[src/rtl/pipeline_hazard_ctrl.sv]
// Hazard and sequencing controller for the five-stage F/D/X/M/W pipeline.
// Drives stage enables/flushes, EX forwarding selects and debug counters.
module pipeline_hazard_ctrl #(
    parameter int MEM_TIMEOUT = 64,
    parameter int CNT_W       = 16
) (
    input  logic             clock,
    input  logic             reset,
    input  logic [4:0]       d_rs,
    input  logic [4:0]       d_rt,
    input  logic             d_use_rs,
    input  logic             d_use_rt,
    input  logic [4:0]       x_rs,
    input  logic [4:0]       x_rt,
    input  logic [4:0]       x_rd,
    input  logic             x_regwrite,
    input  logic             x_memread,
    input  logic [4:0]       m_rd,
    input  logic             m_regwrite,
    input  logic [4:0]       w_rd,
    input  logic             w_regwrite,
    input  logic             x_redirect,
    input  logic             mem_req,
    input  logic             mem_ready,
    output logic             pc_en,
    output logic             fd_en,
    output logic             dx_en,
    output logic             xm_en,
    output logic             fd_flush,
    output logic             dx_flush,
    output logic             mw_flush,
    output logic             pc_redirect,
    output logic [1:0]       fwd_a,
    output logic [1:0]       fwd_b,
    output logic             mem_timeout,
    output logic [CNT_W-1:0] stall_cnt,
    output logic [CNT_W-1:0] flush_cnt
);

    typedef enum logic [1:0] {
        RUN      = 2'd0,
        LD_STALL = 2'd1,
        MEM_WAIT = 2'd2
    } state_e;

    localparam int WW = $clog2(MEM_TIMEOUT + 1);
    localparam logic [WW-1:0] WAIT_TOP = WW'(MEM_TIMEOUT - 1);
    localparam logic [CNT_W-1:0] CNT_MAX = '1;

    state_e           state_q, state_d;
    logic [WW-1:0]    wait_q, wait_d;
    logic             timeout_q, timeout_d;
    logic [CNT_W-1:0] stall_q, stall_d;
    logic [CNT_W-1:0] flush_q, flush_d;

    logic lu, ms;
    logic [1:0] fa, fb;

    assign lu = x_memread && x_regwrite && (x_rd != 5'd0) &&
                ((d_use_rs && d_rs == x_rd) ||
                 (d_use_rt && d_rt == x_rd));
    assign ms = mem_req && !mem_ready;

    // M result is younger than W write data, so it wins.
    always_comb begin
        fa = 2'b00;
        fb = 2'b00;
        if (m_regwrite && m_rd != 5'd0 && m_rd == x_rs)
            fa = 2'b01;
        else if (w_regwrite && w_rd != 5'd0 && w_rd == x_rs)
            fa = 2'b10;
        if (m_regwrite && m_rd != 5'd0 && m_rd == x_rt)
            fb = 2'b01;
        else if (w_regwrite && w_rd != 5'd0 && w_rd == x_rt)
            fb = 2'b10;
    end

    always_comb begin
        state_d     = state_q;
        pc_en       = 1'b1;
        fd_en       = 1'b1;
        dx_en       = 1'b1;
        xm_en       = 1'b1;
        fd_flush    = 1'b0;
        dx_flush    = 1'b0;
        mw_flush    = 1'b0;
        pc_redirect = 1'b0;
        fwd_a       = fa;
        fwd_b       = fb;
        unique case (state_q)
            RUN: begin
                if (ms) begin
                    {pc_en, fd_en, dx_en, xm_en} = 4'b0000;
                    mw_flush = 1'b1;
                    state_d  = MEM_WAIT;
                end else if (x_redirect) begin
                    pc_redirect = 1'b1;
                    fd_flush    = 1'b1;
                    dx_flush    = 1'b1;
                end else if (lu) begin
                    pc_en    = 1'b0;
                    fd_en    = 1'b0;
                    dx_flush = 1'b1;
                    state_d  = LD_STALL;
                end
            end
            LD_STALL: begin
                if (ms) begin
                    {pc_en, fd_en, dx_en, xm_en} = 4'b0000;
                    mw_flush = 1'b1;
                    state_d  = MEM_WAIT;
                end else begin
                    state_d = RUN;
                end
            end
            MEM_WAIT: begin
                if (!mem_ready) begin
                    {pc_en, fd_en, dx_en, xm_en} = 4'b0000;
                    mw_flush = 1'b1;
                end else begin
                    state_d = RUN;
                    if (x_redirect) begin
                        pc_redirect = 1'b1;
                        fd_flush    = 1'b1;
                        dx_flush    = 1'b1;
                    end
                end
            end
            default: state_d = RUN;
        endcase
        // Hold every stage and fill with bubbles while in reset.
        if (!reset) begin
            {pc_en, fd_en, dx_en, xm_en} = 4'b0000;
            fd_flush    = 1'b1;
            dx_flush    = 1'b1;
            mw_flush    = 1'b1;
            pc_redirect = 1'b0;
            fwd_a       = 2'b00;
            fwd_b       = 2'b00;
        end
    end

    always_comb begin
        wait_d    = '0;
        timeout_d = timeout_q;
        if (state_q == MEM_WAIT && !mem_ready) begin
            if (wait_q == WAIT_TOP)
                timeout_d = 1'b1;
            else
                wait_d = wait_q + WW'(1);
            if (wait_q == WAIT_TOP)
                wait_d = wait_q;
        end
        stall_d = stall_q;
        flush_d = flush_q;
        if (!pc_en && stall_q != CNT_MAX)
            stall_d = stall_q + CNT_W'(1);
        if (pc_redirect && flush_q != CNT_MAX)
            flush_d = flush_q + CNT_W'(1);
    end

    always_ff @(posedge clock) begin
        if (!reset) begin
            state_q   <= RUN;
            wait_q    <= '0;
            timeout_q <= 1'b0;
            stall_q   <= '0;
            flush_q   <= '0;
        end else begin
            state_q   <= state_d;
            wait_q    <= wait_d;
            timeout_q <= timeout_d;
            stall_q   <= stall_d;
            flush_q   <= flush_d;
        end
    end

    assign mem_timeout = timeout_q;
    assign stall_cnt   = stall_q;
    assign flush_cnt   = flush_q;

endmodule

[config.mk]
export PLATFORM = sky130hd
export DESIGN_NAME = pipeline_hazard_ctrl
export DESIGN_NICKNAME = d
export VERILOG_FILES = /design/src/rtl/pipeline_hazard_ctrl.sv
export SDC_FILE = /design/constraint.sdc
export NUM_CORES = 1
export LEC_CHECK = 0
export BUFFER_PORTS_ARGS = -buffer_cell sky130_fd_sc_hd__clkbuf_2
export CORE_UTILIZATION = 49
export DETAILED_ROUTE_END_ITERATION = 8
export PLACE_DENSITY = 0.79
export SLEW_MARGIN = 25
export SYNTH_ARGS = -nofsm -noshare
export SYNTH_HDL_FRONTEND = slang
export SYNTH_SLANG_ARGS = --single-unit
[constraint.sdc]
create_clock -name clock -period 4.9 [get_ports clock]
set_input_delay 0.245 -clock clock [delete_from_list [all_inputs] [get_ports clock]]
set_output_delay 0.245 -clock clock [all_outputs]
set_load 0.02 [all_outputs]
==> flow_metrics.env, run 1 <==
export IMPL_min_path_cells=2
export IMPL_yosysTopAreaCell="dfxtp_1"
export IMPL_grt_max_degree=31
export IMPL_use_met3=0.04006
export IMPL_muxShareOfSynthArea=0.03221
export IMPL_cts_tree="done"
export IMPL_setup_slack_ps=2602
export IMPL_worst_setup_path_start_kind="flip-flop"
export IMPL_synth_cell_types=45
export IMPL_post_cts_buffers=0
export IMPL_vdd_drop_max_mv=0.1224
export IMPL_die_h_um=73.23
export IMPL_met2_usage=0.4064
export IMPL_dp_hpwl_um=4501
export IMPL_syn_cell_area_um2=2486
export IMPL_fmax_ghz=0.4352
export IMPL_multiInputGateArea_um2=1551
export IMPL_ctsRootBufferMaster="clkbuf_8"
export IMPL_start_util=0.5161
export IMPL_hp_start="x_redirect"
export IMPL_core_um2=4817
export IMPL_nFillCells=438
export IMPL_rows=25
export IMPL_gr_total_overflow=0
export IMPL_avgRoutedWirePerCell_um=13.34
export IMPL_use_met1=0.2714
export IMPL_worst_r2r_cell_count=6
export IMPL_setup_viol=0
export IMPL_dr_total_vias=2467
export IMPL_drc=0
export IMPL_fin_area_um2=3033
export IMPL_synthXorXnorAreaFrac=0.1409
export IMPL_async_flop_share=0
export IMPL_synth_area_top_cells="dfxtp_1 (34%), xnor2_1 (9.2%), nand3_1 (5.4%), xor2_1 (4.9%), nand2_1 (4.1%)"
export IMPL_netlist_area_leader_share=0.3382
export IMPL_diodes=0
export IMPL_relSlewSlack=0.5194
export IMPL_cts_repair_resized=0
export IMPL_maxCapViolCount=0
export IMPL_total_leakage_power_nw=1.224
export IMPL_track_usage=0.2298
export IMPL_cts_path_max_buffers=2
export IMPL_die_w_um=73.23
export IMPL_final_cells=447
export IMPL_crit_required_ps=4660
export IMPL_avgSynthCellArea_um2=8.371
export IMPL_pre_cts_ws_ps=2687
export IMPL_placement_cell_area_um2=2942
export IMPL_drt_iter0_markers=104
export IMPL_setup_tns_ps=0
export IMPL_synth_common_cells="dfxtp_1 (42), nand2_1 (27), nand3_1 (27)"
export IMPL_cts_htree_levels=2
export IMPL_synth_simple_gate_area_share=0.3030
export IMPL_final_max_slew_violation_count=0
export IMPL_clock_skew_ps=4.378
export IMPL_wirelength_um=5964
export IMPL_path_max_fanout=30
export IMPL_cp_end_kind="primary output"
export IMPL_path_class="flip-flop to primary output"
export IMPL_detail_route_vias_per_cell=5.519
export IMPL_p_per_area_nw_per_um2=225.2
export IMPL_seq_area_frac_synth=0.3382
export IMPL_syn_inst=297
export IMPL_cts_made_buffers=5
export IMPL_min_period_over_period=0.4690
export IMPL_first_pass_iters=4
export IMPL_final_nets=428
export IMPL_dieArea_um2=5363
export IMPL_crit_start="state_q[1]"
export IMPL_grt_pass1_wl_um=9701
export IMPL_clock_latency_ps=290
export IMPL_cts_sinks=42
export IMPL_synth_top_flop_cell="dfxtp_1"
export IMPL_status="completed"
export IMPL_finalHoldViolCount=0
export IMPL_dp_cells=439
export IMPL_grt_pass1_vias=2273
export IMPL_ys_warn_count=0
export IMPL_period_needed_ps=2298
export IMPL_clk_pin_slew_worst_paths_ps=80
export IMPL_synth_top_family_by_area="simple AND/OR/NAND/NOR gates"
export IMPL_seq_area_um2=840.8
export IMPL_synth_adder_area_share=0.01510
export IMPL_synth_seq_cells=42
export IMPL_synth_edf_count=0
export IMPL_synth_compound_area_frac=0.1268
export IMPL_arrival_ps=2050
export IMPL_syn_num_nets=346
export IMPL_utilization=0.6296
export IMPL_rsz0062_at_grt="false"
export IMPL_numPortBuffers=90
export IMPL_gp_congestion=0.8798
export IMPL_antenna_found_initial=0
export IMPL_yosys_cell_count_top_type="dfxtp_1"
export IMPL_syn_to_final_growth_pct=21.99
export IMPL_tightest_slew_ps=720.0
export IMPL_drive_above_1_share=0.2684
export IMPL_r2r_start="state_q[1]"
export IMPL_ant_nets=0
export IMPL_cts_hold_fix_buffers=0
export IMPL_busiest_layer="met2"
export IMPL_hold_class="input port to flip-flop"
export IMPL_ioPinCount=91
sequential cells by signal, summed over array words and instances, names as in the netlist:
signal and cells:
state_q 2, flush_cnt 16, stall_cnt 16, wait_q 7, mem_timeout 1
worst max-delay path, stage by stage, from the launching register on:
cell and delay [ps]:
dfxtp_1 340, nor2b_1 150, a21oi_1 170, o21ai_1 160, a31oi_4 640, clkbuf_2 290
logic make-up after synthesis:
family,after synthesis
muxes,8
buffers and inverters,19
and+or+nand+nor,138
AOI/OAI and AO/OA,47
adders and majority gates,3
xor gates and xnor gates,40
DFF,42
worst paths after layout:
path | end | slack, ps
setup / recovery | pc_en | 2600
hold / removal | state_q[0] | 160
setup reg to reg | stall_cnt[13] | 2920
hold reg to reg | stall_cnt[6] | 490
power by group:
| group | switching, W | internal [W] |
|---|---|---|
| logic | 0.0000599 | 0.0000433 |
| clock network | 0.000117 | 0.000114 |
| registers | 0.00000500 | 0.000345 |
through the flow:
step | hold WS (ps) | total power [W]
floorplan | 321.8 | 0.0004180
global placement | 458.4 | 0.0004575
detailed placement | 460.7 | 0.0004613
CTS | 150.4 | 0.0006884
global route | 167.7 | 0.0007134
finish | 155.2 | 0.0006831
cell usage in the layout (no fill, tap or decap), types with 2 or more instances in the layout:
cell type and count:
xor2_1 14, nand2_1 27, inv_1 4, nand4_1 7, nand3_1 27, nor2b_1 2, clkbuf_8 6, a21oi_1 14
ha_1 3, nor3_1 8, nor2_1 18, o21ai_1 2, or4_1 13, clkbuf_2 90, and3_1 6, nand3b_1 2
nand2b_1 4, or3_1 3, o31ai_1 9, nor4_1 11, xnor2_1 26, o311a_1 2, mux2i_1 8, o211ai_1 3
o21ai_0 7, o41ai_1 2, and2_1 2, and4_1 3, dfxtp_1 42
metal layers:
metal	vias up	routed length [µm]	part of all wire
met2	89	2904	0.49
met3	9	294	0.049
met1	1112	2668	0.45
li1	1257	-	-
met5	-	0	0
met4	0	96	0.016
final cells by class:
class                           count  area share
Inverter                            4    0.004950
Sequential cell                    42      0.2772
Clock buffer                        7     0.02847
Multi-Input combinational cell    236      0.5116
Tap cell                           67     0.02764
Timing Repair Buffer               90      0.1485
Clock inverter                      1    0.001650
No activity file was read; power rests on OpenSTA's default activity.
==> run 2: changes to the inputs <==
clock period = 2.3 ns   (was 4.9 ns; I/O delays follow)
==> run 2 against run 1 <==
Die area is the same; highest routed layer unchanged; final cell count grew 0.89%; core utilization grew 0.75 points; critical path depth grew 2.
==> flow_metrics.env, run 2 (synthesized netlist as in run 1, its figures left out) <==
export IMPL_status="completed"
export IMPL_grt_pass1_vias=2204
export IMPL_p_per_area_nw_per_um2=502.6
export IMPL_worst_path_most_repeated_cell="a21oi_1"
export IMPL_clk_pin_slew_worst_paths_ps=80
export IMPL_setup_viol=0
export IMPL_dieArea_um2=5363
export IMPL_drc=0
export IMPL_ctsRootBufferMaster="clkbuf_8"
export IMPL_hold_class="input port to flip-flop"
export IMPL_cts_hold_fix_buffers=0
export IMPL_clock_skew_ps=12.93
export IMPL_crit_required_ps=2520
export IMPL_core_um2=4817
export IMPL_final_nets=432
export IMPL_total_leakage_power_nw=1.247
export IMPL_wirelength_um=5947
export IMPL_cts_tree="done"
export IMPL_path_max_fanout=30
export IMPL_numPortBuffers=90
export IMPL_cts_made_buffers=5
export IMPL_cts_repair_resized=0
export IMPL_cts_htree_levels=2
export IMPL_hp_start="x_redirect"
export IMPL_die_w_um=73.23
export IMPL_r2r_start="state_q[1]"
export IMPL_cp_end_kind="flip-flop"
export IMPL_gr_total_overflow=0
export IMPL_arrival_ps=2190
export IMPL_fin_area_um2=3069
export IMPL_worst_r2r_cell_count=7
export IMPL_dr_total_vias=2464
export IMPL_finalHoldViolCount=0
export IMPL_cts_sinks=42
export IMPL_final_common_cell="clkbuf_2"
export IMPL_r2r_end="stall_cnt[14]"
export IMPL_detail_route_vias_per_cell=5.463
export IMPL_track_usage=0.2293
export IMPL_min_path_cells=2
export IMPL_crit_path_end="stall_cnt[14]"
export IMPL_path_class="flip-flop to flip-flop"
export IMPL_start_util=0.5161
export IMPL_ioPinCount=91
export IMPL_path_cells="nor2b_1, a21oi_1, o21ai_1, a31oi_2, buf_4, or4_1, a21oi_1"
export IMPL_power_total_w=0.001543
export IMPL_grt_pass1_wl_um=9466
export IMPL_layout_common_cells="clkbuf_2 (90), dfxtp_1 (42), nand3_1 (27), nand2_1 (27), xnor2_1 (26)"
export IMPL_setup_slack_ps=332.4
export IMPL_first_pass_iters=4
export IMPL_critPathMaxStageDelay_ps=520
export IMPL_dp_hpwl_um=4585
export IMPL_avgRoutedWirePerCell_um=13.19
export IMPL_vdd_drop_max_mv=0.2802
export IMPL_final_max_slew_violation_count=0
export IMPL_min_period_over_period=0.8555
export IMPL_drt_iter0_markers=149
export IMPL_clock_latency_ps=300
export IMPL_period_needed_ps=1968
export IMPL_relSlewSlack=0.6174
export IMPL_r2r_slack_ps=330
export IMPL_diodes=0
export IMPL_placement_cell_area_um2=2963
export IMPL_post_cts_buffers=0
export IMPL_drive_above_1_share=0.2734
export IMPL_worst_setup_path_start_kind="flip-flop"
export IMPL_die_h_um=73.23
export IMPL_rsz0062_at_grt="false"
export IMPL_grt_max_degree=31
export IMPL_antenna_found_initial=0
export IMPL_fmax_ghz=0.5082
export IMPL_syn_to_final_growth_pct=23.45
export IMPL_setup_tns_ps=0
export IMPL_crit_start="state_q[1]"
export IMPL_cts_path_max_buffers=2
export IMPL_crit_slowest_cell="or4_1"
export IMPL_maxCapViolCount=0
export IMPL_ant_nets=0
export IMPL_rows=25
export IMPL_gp_congestion=0.8554
export IMPL_tightest_slew_ps=573.2
export IMPL_pre_cts_ws_ps=332.0
## run 2: cell count changes in the layout (fill, tap and decap cells not counted), sizes merged
cell and delta:
bufinv +1, clkinv -1, buf +4
## run 2: how the worst min path moves through the flow
stage	to
after floorplan	state_q[0]
after global placement	state_q[0]
after detailed placement	state_q[0]
after CTS	state_q[0]
after global routing	state_q[0]
final	state_q[0]
## run 2: per-stage QoR
| step | instances | utilization | hold slack (ps) |
|---|---|---|---|
| after floorplan | 297 | - | 191.8 |
| after global placement | 443 | 0.6151 | 336.4 |
| after detailed placement | 443 | 0.6151 | 342.2 |
| after CTS | 451 | 0.6371 | 22.80 |
| after global routing | 451 | 0.6371 | 35.40 |
| final | 451 | 0.6371 | 23.15 |
## run 2: metal layers
layer | up-vias | GRT usage | wire [µm]
met1 | 1086 | 0.2692 | 2609
met2 | 91 | 0.3920 | 2900
met3 | 13 | 0.05525 | 317
met4 | 0 | 0.1068 | 120
li1 | 1274 | - | -
met5 | - | 0 | 0
## run 2: report_power, final
group | internal, W | switching [W]
logic | 0.0000957 | 0.000127
registers | 0.000734 | 0.00000983
clock network | 0.000325 | 0.000251
total | 0.00116 | 0.000387
## run 2: worst max-delay path, delay by kind of cell (launching register included)
family	cells	cell delay [ps]
and+or+nand+nor	2	710
AOI/OAI and AO/OA	4	570
buffers and inverters	1	230
DFF	1	380
## run 2: area by class of cell
cell class / instances / area (µm²)
Tap cell: 67 / 83.83
Inverter: 4 / 15.01
Clock buffer: 7 / 76.32
Timing Repair Buffer: 94 / 480.5
Multi-Input combinational cell: 236 / 1543
Clock inverter: 1 / 30.03
Fill cell: 438 / 1748
Sequential cell: 42 / 840.8
==> run 3: changes to the inputs <==
CORE_UTILIZATION = 23   (was 49)
PLACE_DENSITY = default   (was 0.79)
==> run 3 against run 2 <==
Critical path depth is the same; via count grew 2.4%; clock skew decreased by 1.3 ps; register-to-register slack got worse by 80 ps; largest cell class unchanged; sequential share of layout area is 0.77 points lower; sequential power about the same; final area rose by 2.9%; highest routed layer unchanged; global-route usage down 11 points; hold slack better by 22 ps; die area grew 110%; core utilization decreased by 33 points; total power down 6.1%.
==> flow_metrics.env, run 3 (synthesized netlist as in run 1, its figures left out) <==
export IMPL_gp_congestion=0.8409
export IMPL_layout_common_cells="clkbuf_2 (90), dfxtp_1 (42), nand3_1 (27), nand2_1 (27), xnor2_1 (26)"
export IMPL_cts_made_buffers=5
export IMPL_worstSetupPathDepth=7
export IMPL_numPortBuffers=90
export IMPL_tightest_slew_ps=560.7
export IMPL_antenna_found_initial=0
export IMPL_worst_path_most_repeated_cell="buf_4"
export IMPL_cts_htree_levels=2
export IMPL_hold_class="input port to flip-flop"
export IMPL_period_needed_ps=2095
export IMPL_cts_repair_resized=0
export IMPL_path_cells="nor2b_1, a21oi_1, o21ai_1, a31oi_2, buf_4, buf_4, clkbuf_2"
export IMPL_worst_r2r_cell_count=7
export IMPL_vdd_drop_max_mv=0.1728
export IMPL_ctsRootBufferMaster="clkbuf_8"
export IMPL_finalHoldViolCount=0
export IMPL_cp_top_family="buffers and inverters"
export IMPL_start_util=0.2387
export IMPL_detail_route_vias_per_cell=4.824
export IMPL_clock_latency_ps=290
export IMPL_diodes=0
export IMPL_cts_tree="done"
export IMPL_gr_total_overflow=0
export IMPL_grt_pass1_wl_um=10860
export IMPL_hp_start="x_redirect"
export IMPL_avgRoutedWirePerCell_um=12.76
export IMPL_first_pass_iters=4
export IMPL_cts_path_max_buffers=2
export IMPL_critPathMaxStageDelay_ps=350
export IMPL_post_cts_buffers=0
export IMPL_arrival_ps=1980
export IMPL_die_w_um=106.0
export IMPL_final_common_cell="clkbuf_2"
export IMPL_final_nets=435
export IMPL_path_class="flip-flop to primary output"
export IMPL_crit_required_ps=2180
export IMPL_dieArea_um2=11230
export IMPL_die_h_um=106.0
export IMPL_clk_pin_slew_worst_paths_ps=80
export IMPL_final_cells=523
export IMPL_grt_max_degree=29
export IMPL_relSlewSlack=0.6256
export IMPL_setup_viol=0
export IMPL_status="completed"
export IMPL_drc=0
export IMPL_min_period_over_period=0.9109
export IMPL_ant_nets=0
export IMPL_drt_iter0_markers=112
export IMPL_p_per_area_nw_per_um2=458.5
export IMPL_total_leakage_power_nw=1.256
export IMPL_worst_setup_path_start_kind="flip-flop"
export IMPL_min_path_cells=2
export IMPL_r2r_start="state_q[1]"
export IMPL_syn_to_final_growth_pct=27.03
export IMPL_dp_cells=515
export IMPL_cts_hold_fix_buffers=0
export IMPL_crit_slowest_cell="dfxtp_1"
export IMPL_setup_tns_ps=0
export IMPL_cp_end_kind="primary output"
export IMPL_final_max_slew_violation_count=0
export IMPL_track_usage=0.1193
export IMPL_core_um2=10420
export IMPL_dr_total_vias=2523
export IMPL_dp_hpwl_um=5239
export IMPL_ioPinCount=91
export IMPL_drive_above_1_share=0.2817
export IMPL_rows=37
export IMPL_r2r_end="stall_cnt[13]"
export IMPL_wirelength_um=6675
export IMPL_fmax_ghz=0.4773
export IMPL_crit_start="state_q[1]"
export IMPL_path_max_fanout=28
export IMPL_r2r_slack_ps=250
export IMPL_placement_cell_area_um2=3072
export IMPL_fin_hold_ws_ps=45.35
export IMPL_rsz0062_at_grt="false"
export IMPL_crit_buf_inv=3
export IMPL_fin_area_um2=3158
export IMPL_maxCapViolCount=0
export IMPL_clock_skew_ps=11.63
export IMPL_cts_sinks=42
export IMPL_crit_path_end="fd_en"
export IMPL_grt_pass1_vias=2325
[run 3: how the worst min path moves through the flow]
| stage | endpoint |
|---|---|
| after global placement | state_q[0] |
| after CTS | state_q[0] |
| after detailed placement | state_q[0] |
| final | state_q[0] |
| after floorplan | state_q[0] |
| after global routing | state_q[0] |
[run 3: worst register-to-register path: cells and delay by family, from the launching register on]
kind,cells,cell delay (ps)
AO/OA/AOI/OAI,4,660
buffers and inverters,1,240
flip-flops,1,390
AND/OR/NAND/NOR,2,710
[run 3: layout make-up]
class,count,area [µm²]
Fill cell,1125,7258
Multi-Input combinational cell,236,1543
Sequential cell,42,840.8
Timing Repair Buffer,97,503.0
Tap cell,136,170.2
Clock buffer,6,72.57
Inverter,4,15.01
Clock inverter,2,13.76
[run 3: power by group]
group | total (W) | switching [W] | leakage, nW | internal, W
clock | 0.000476 | 0.000261 | 0.0452 | 0.000215
sequential | 0.000744 | 0.0000101 | 0.339 | 0.000734
combinational | 0.000228 | 0.000131 | 0.872 | 0.0000971
[run 3: through the flow]
stage / worst slack (ps) / total power [W] / util
4_1_cts: 189.9 / 0.001481 / 0.3032
6_report: 205.0 / 0.001448 / 0.3032
3_5_place_dp: 267.9 / 0.0009924 / 0.2949
5_1_grt: 65.80 / 0.001523 / 0.3032
2_1_floorplan: 347.4 / 0.0008905 / -
3_3_place_gp: 314.5 / 0.0009871 / 0.2949
[run 3: per-layer routing]
| layer | global-route usage | vias to the layer above | routed length [µm] |
|---|---|---|---|
| li1 | - | 1269 | - |
| met1 | 0.1407 | 1158 | 2912 |
| met2 | 0.2152 | 92 | 3322 |
| met3 | 0.02575 | 4 | 380 |
| met4 | 0.03571 | 0 | 60 |
| met5 | 0 | - | 0 |
